<file path="src/rtl/dbg_pkg.sv">
// Shared definitions for the debug transfer sequencer: dbgIF command codes,
// SWD acknowledge values and the sequencer state encoding.
package dbg_pkg;

  localparam logic [3:0] CMD_RESET      = 4'd0;
  localparam logic [3:0] CMD_PINS_WRITE = 4'd1;
  localparam logic [3:0] CMD_TRANSACT   = 4'd2;
  localparam logic [3:0] CMD_SET_SWJ    = 4'd3;
  localparam logic [3:0] CMD_SET_SWD    = 4'd4;
  localparam logic [3:0] CMD_SET_JTAG   = 4'd5;
  localparam logic [3:0] CMD_SET_SWC    = 4'd6;
  localparam logic [3:0] CMD_SET_CLKDIV = 4'd7;
  localparam logic [3:0] CMD_SET_CFG    = 4'd8;
  localparam logic [3:0] CMD_WAIT       = 4'd9;

  localparam logic [2:0] ACK_OK    = 3'b001;
  localparam logic [2:0] ACK_WAIT  = 3'b010;
  localparam logic [2:0] ACK_FAULT = 3'b100;

  typedef enum logic [2:0] {
    ST_IDLE,
    ST_ISSUE,
    ST_COMPLETE,
    ST_EVAL,
    ST_RESP
  } seq_state_e;

endpackage

</file>
<file path="src/rtl/dbg_xfer_seq.sv">
// Single-request sequencer in front of dbgIF: issues go/done handshakes, retries
// WAIT acks, and (with XFER_MATCH_EN defined) retries value-match reads.
module dbg_xfer_seq
  import dbg_pkg::*;
#(
  parameter int RETRY_W       = 16,
  parameter int MATCH_RETRY_W = 16
) (
  input  logic                     clk,
  input  logic                     rst,
  input  logic                     req_valid,
  output logic                     req_ready,
  input  logic [3:0]               req_cmd,
  input  logic [1:0]               req_addr32,
  input  logic                     req_rnw,
  input  logic                     req_apndp,
  input  logic [31:0]              req_data,
  input  logic                     req_match,
  input  logic [31:0]              match_mask,
  input  logic [RETRY_W-1:0]       wait_retry,
  input  logic [MATCH_RETRY_W-1:0] match_retry,
  input  logic                     abort,
  output logic                     rsp_valid,
  input  logic                     rsp_ready,
  output logic [2:0]               rsp_ack,
  output logic [31:0]              rsp_data,
  output logic                     rsp_perr,
  output logic                     rsp_mismatch,
  output logic [RETRY_W-1:0]       rsp_retries,
  output logic [3:0]               dbg_command,
  output logic [1:0]               dbg_addr32,
  output logic                     dbg_rnw,
  output logic                     dbg_apndp,
  output logic [31:0]              dbg_dwrite,
  output logic                     dbg_go,
  input  logic                     dbg_done,
  input  logic [2:0]               dbg_ack,
  input  logic [31:0]              dbg_dread,
  input  logic                     dbg_perr
);

  seq_state_e         state;
  logic [RETRY_W-1:0] wait_cnt;
  logic               abort_seen;
  logic [2:0]         ack_q;
  logic [31:0]        dread_q;
  logic               perr_q;
  logic               wait_retry_ok;

  assign req_ready     = (state == ST_IDLE) && dbg_done && !rst;
  assign wait_retry_ok = (dbg_command == CMD_TRANSACT) && (ack_q == ACK_WAIT) &&
                         !perr_q && (wait_cnt < wait_retry);

`ifdef XFER_MATCH_EN
  logic [MATCH_RETRY_W-1:0] match_cnt;
  logic                     match_q;
  logic                     mismatch_q;
  logic                     match_fail;

  // dbg_dwrite carries the match value for match reads
  assign match_fail   = match_q && dbg_rnw && (ack_q == ACK_OK) && !perr_q &&
                        (((dread_q ^ dbg_dwrite) & match_mask) != 32'd0);
  assign rsp_mismatch = mismatch_q;
`else
  logic unused_match;
  assign unused_match = ^{req_match, match_mask, match_retry};
  assign rsp_mismatch = 1'b0;
`endif

  always_ff @(posedge clk) begin
    if (rst) begin
      state       <= ST_IDLE;
      wait_cnt    <= '0;
      abort_seen  <= 1'b0;
      ack_q       <= 3'd0;
      dread_q     <= 32'd0;
      perr_q      <= 1'b0;
      rsp_valid   <= 1'b0;
      rsp_ack     <= 3'd0;
      rsp_data    <= 32'd0;
      rsp_perr    <= 1'b0;
      rsp_retries <= '0;
      dbg_command <= 4'd0;
      dbg_addr32  <= 2'd0;
      dbg_rnw     <= 1'b0;
      dbg_apndp   <= 1'b0;
      dbg_dwrite  <= 32'd0;
      dbg_go      <= 1'b0;
`ifdef XFER_MATCH_EN
      match_cnt   <= '0;
      match_q     <= 1'b0;
      mismatch_q  <= 1'b0;
`endif
    end else begin
      if (state != ST_IDLE && abort) abort_seen <= 1'b1;
      case (state)
        ST_IDLE: begin
          if (req_valid && req_ready) begin
            dbg_command <= req_cmd;
            dbg_addr32  <= req_addr32;
            dbg_rnw     <= req_rnw;
            dbg_apndp   <= req_apndp;
            dbg_dwrite  <= req_data;
            dbg_go      <= 1'b1;
            wait_cnt    <= '0;
            abort_seen  <= 1'b0;
`ifdef XFER_MATCH_EN
            match_cnt   <= '0;
            match_q     <= req_match;
`endif
            state       <= ST_ISSUE;
          end
        end
        ST_ISSUE: begin
          if (!dbg_done) begin
            dbg_go <= 1'b0;
            state  <= ST_COMPLETE;
          end
        end
        ST_COMPLETE: begin
          if (dbg_done) begin
            ack_q   <= dbg_ack;
            dread_q <= dbg_dread;
            perr_q  <= dbg_perr;
            state   <= ST_EVAL;
          end
        end
        ST_EVAL: begin
          // Response fields load only here so they hold the previous result meanwhile
          rsp_ack     <= ack_q;
          rsp_data    <= dread_q;
          rsp_perr    <= perr_q;
          rsp_retries <= wait_cnt;
`ifdef XFER_MATCH_EN
          mismatch_q  <= 1'b0;
`endif
          if (abort || abort_seen) begin
            rsp_valid <= 1'b1;
            state     <= ST_RESP;
          end else if (wait_retry_ok) begin
            rsp_ack     <= rsp_ack;
            rsp_data    <= rsp_data;
            rsp_perr    <= rsp_perr;
            rsp_retries <= rsp_retries;
`ifdef XFER_MATCH_EN
            mismatch_q  <= mismatch_q;
`endif
            wait_cnt    <= wait_cnt + 1'b1;
            dbg_go      <= 1'b1;
            state       <= ST_ISSUE;
`ifdef XFER_MATCH_EN
          end else if (match_fail && (match_cnt < match_retry)) begin
            rsp_ack     <= rsp_ack;
            rsp_data    <= rsp_data;
            rsp_perr    <= rsp_perr;
            rsp_retries <= rsp_retries;
            mismatch_q  <= mismatch_q;
            match_cnt   <= match_cnt + 1'b1;
            wait_cnt    <= '0;
            dbg_go      <= 1'b1;
            state       <= ST_ISSUE;
          end else if (match_fail) begin
            mismatch_q <= 1'b1;
            rsp_valid  <= 1'b1;
            state      <= ST_RESP;
`endif
          end else begin
            rsp_valid <= 1'b1;
            state     <= ST_RESP;
          end
        end
        ST_RESP: begin
          if (rsp_ready) begin
            rsp_valid <= 1'b0;
            state     <= ST_IDLE;
          end
        end
        default: state <= ST_IDLE;
      endcase
    end
  end

endmodule

</file>
<file path="config.mk">
export PLATFORM = sky130hd
export DESIGN_NAME = dbg_xfer_seq
export DESIGN_NICKNAME = d
export VERILOG_FILES = /design/src/rtl/dbg_pkg.sv /design/src/rtl/dbg_xfer_seq.sv
export SDC_FILE = /design/constraint.sdc
export NUM_CORES = 1
export LEC_CHECK = 0
export BUFFER_PORTS_ARGS = -buffer_cell sky130_fd_sc_hd__buf_2
export CAP_MARGIN = 10
export CORE_MARGIN = 2
export CORE_UTILIZATION = 50
export CTS_BUF_LIST = sky130_fd_sc_hd__clkbuf_8
export DETAILED_ROUTE_END_ITERATION = 7
export GPL_TIMING_DRIVEN = 1
export MAX_ROUTING_LAYER = met4
export PLACE_DENSITY = 0.83
export SYNTH_ARGS = -nofsm -noshare
export SYNTH_HDL_FRONTEND = slang
export SYNTH_SLANG_ARGS = --single-unit
</file>
<file path="constraint.sdc">
create_clock -name clk -period 3.1 [get_ports clk]
set_clock_uncertainty 0.2 [all_clocks]
set_input_delay 0.155 -clock clk [delete_from_list [all_inputs] [get_ports clk]]
set_output_delay 0.155 -clock clk [all_outputs]
set_load 0.05 [all_outputs]
</file>
==> flow_summary.ini <==
[power]
internal_power_uw = 2810
pwr-share-seq_pct = 51.5
pwr-share-clk_pct = 35.4
power_frac_comb_pct = 13.1
netSwitchingFraction_pct = 28.0
peakVddDrop_uv = 342
p_leak_uw = 0.00366
power_switching_uw = 1090
p_per_area_nw_per_um2 = 479

[synthesis]
synthCells = 692
synth-seq-area-share_pct = 50.9
avgSynthCellArea_um2 = 8.53
yosysWarnings = 0
yosysTopAreaCellShare_pct = 50.9
syn-num-nets = 855
synth_area_um2 = 5900
synth_top_area_cell = dfxtp_1
ys_top_cells_by_area = dfxtp_1 (51%), nand2_1 (10%), mux2i_1 (8.8%), a21oi_1 (4.8%), nand3_1 (4.2%)
synth_cell_types = 41
ys_ff_latch = 150

[sta]
timing.final.crit_share_pct = 93.1
hold_violations = 0
hold_ws_ns = 0.225
slew_headroom_pct = 47.0
maxSlewViolCount = 0
fin_setup_tns_ns = 0
period_minus_slack_ns = 2.89
worstMarginPinSlew_ns = 0.796
fmax_mhz = 346
final-setup-viol-count = 0
rsz0062_at_grt = false
setup_ws_ns = 0.214

[grt]
antenna_found_initial = 0
overflow = 0
grt_pass1_vias = 5764
grt_pass1_wl_um = 27000
track_usage_pct = 27.2
grt_max_degree = 79

[floorplanning]
pin_count = 243
coreArea_um2 = 11500
die_area_um2 = 12700
start_util_pct = 51.5
dieWidth_um = 113
dieHeight_um = 113
std_cell_rows = 39

[detailed_routing]
drc_errors = 0
drt_iter0_markers = 438
post_drt_wl_per_cell_um = 15.2
drtAntennaViolNets = 0
wirelength_um = 16900
dr_total_vias = 5805
firstDrtPassIters = 5
vias_per_cell = 5.24

[cells_and_area]
final_common_cell = buf_2
fin_util_pct = 71.1
antenna_cells = 0
drive_above_1_share_pct = 25.0
area_delta_synth_final_pct = 38.2
layout_common_cells = buf_2 (192), nand2_1 (162), dfxtp_1 (150), dlygate4sd3_1 (82), nor2_1 (65)
fill_cells = 839
final_nets = 1115

[cts]
clkTransAtPathRegs_ns = 0.08
htreeDepth = 4
clkLatencyLatePin_ns = 0.45
post_cts_buffers = 0
clock_sinks = 150
cts_repair_resize_count = 0
cts_tree = yes
numCtsBuffers = 17
hold_buffers = 82
cts_root_buf = clkbuf_8
clk_path_buf_depth = 2

[min_path]
min_path_type = input port to register
min_from = req_data[3]

[critical_path]
worst_setup_path_start_kind = register
cp.required_ns = 3.26
startpoint = wait_cnt[11]$_SDFFE_PP0P_
critPathKind = register to register
cp-end-kind = register
r2r_start = wait_cnt[11]$_SDFFE_PP0P_
arrival_ns = 3.05
cp_max_fo = 11

[place]
place_congestion = 0.795
place_ws_ns = 0.320
dp_hpwl_um = 9710
portBuffers = 192

[job]
drv_cap = 0

[status]
status = completed
==> layer usage <==
metal | part of all wire, % | track usage (%) | vias to the layer above
li1 | - | - | 2850
met4 | 3.2 | 11.6 | 0
met3 | 6.3 | 7.34 | 53
met2 | 50 | 45.5 | 194
met5 | 0 | - | -
met1 | 41 | 30.7 | 2708
==> critical path, cell delays in order, from the launching register on <==
cell and delay [ns]:
dfxtp_1 0.44, ha_1 0.30, a21oi_1 0.14, o21ai_0 0.16, a211oi_4 0.49, nand4_1 0.45, or3_1 0.46, a21oi_1 0.16
==> synth_stat cells <==
master,count
a31oi_2,1
o21ai_1,1
conb_1,1
buf_4,1
nand3_4,1
nand3_1,50
clkbuf_1,33
a2111oi_0,1
a211oi_1,1
buf_2,8
a211oi_4,1
nor2b_1,1
o21ai_0,13
nand2_1,162
and2_1,2
nand2b_1,1
nand4_1,11
xor2_1,2
and3_1,3
o41ai_1,1
nand2b_4,1
inv_1,20
a21oi_1,57
dfxtp_1,150
buf_1,1
a31oi_1,2
or2_2,2
o311ai_0,1
clkinv_1,1
or4_1,6
nor3b_1,1
or3_1,7
nor2_1,65
a2111o_1,1
o31ai_1,7
nor3_1,3
a311oi_1,2
and4_1,1
ha_1,16
nor4b_1,1
mux2i_1,52
==> per-stage QoR <==
step | area [um2] | instances | power (uW)
after detailed placement | 6980 | 994 | 2480
after global routing | 8150 | 1107 | 4050
after CTS | 8150 | 1107 | 3920
after floorplan | 5900 | 692 | 2330
final | 8150 | 1107 | 3910
after global placement | 6980 | 994 | 2470
==> power by group through the flow <==
| stage | logic [uW] | registers [uW] | clock network [uW] |
|---|---|---|---|
| after floorplan | 141 | 2190 | 0 |
| final | 513 | 2010 | 1380 |
| after detailed placement | 421 | 2050 | 0 |
| after global routing | 545 | 2020 | 1490 |
| after global placement | 418 | 2050 | 0 |
| after CTS | 504 | 2010 | 1400 |
==> state kept, by name, summed over array words and instances (netlist names) <==
signal       count
ack_q            3
dbg_dwrite      32
rsp_perr         1
rsp_valid        1
rsp_data        32
dbg_addr32       2
dread_q         32
rsp_ack          3
rsp_retries     16
perr_q           1
wait_cnt        16
dbg_rnw          1
state            3
dbg_apndp        1
dbg_command      4
dbg_go           1
abort_seen       1
==> cells by family (layout without fill, tap and decap cells) <==
logic type / after synthesis / count (layout) / share of synthesized area (%)
xor+xnor: 2 / 2 / 0.297
other cells: 1 / 1 / 0.0635
flops: 150 / 150 / 50.9
buf+inv: 64 / 336 / 4.30
mux: 52 / 52 / 8.82
simple gates: 318 / 318 / 23.5
fa+ha+maj: 16 / 16 / 3.39
compound gates: 89 / 89 / 8.73
==> cell type report <==
type	count	area [um2]	share of cell area, %
Sequential cell	150	3000	36.8
Multi-Input combinational cell	478	2670	32.7
Timing Repair Buffer	284	1870	22.9
Clock buffer	18	248	3.04
Tap cell	143	179	2.19
Clock inverter	13	110	1.35
Inverter	21	78.8	0.967
==> final timing paths <==
kind	endpoint	slack (ns)	cells past startpoint
worst max-delay path	wait_cnt[13]$_SDFFE_PP0P_	0.21	7
worst min-delay path	dbg_dwrite[3]$_SDFFE_PP0P_	0.23	4
worst max register to register	wait_cnt[13]$_SDFFE_PP0P_	0.21	7
worst min register to register	dbg_dwrite[30]$_SDFFE_PP0P_	0.25	2
Power figures use the tool's default switching activity.
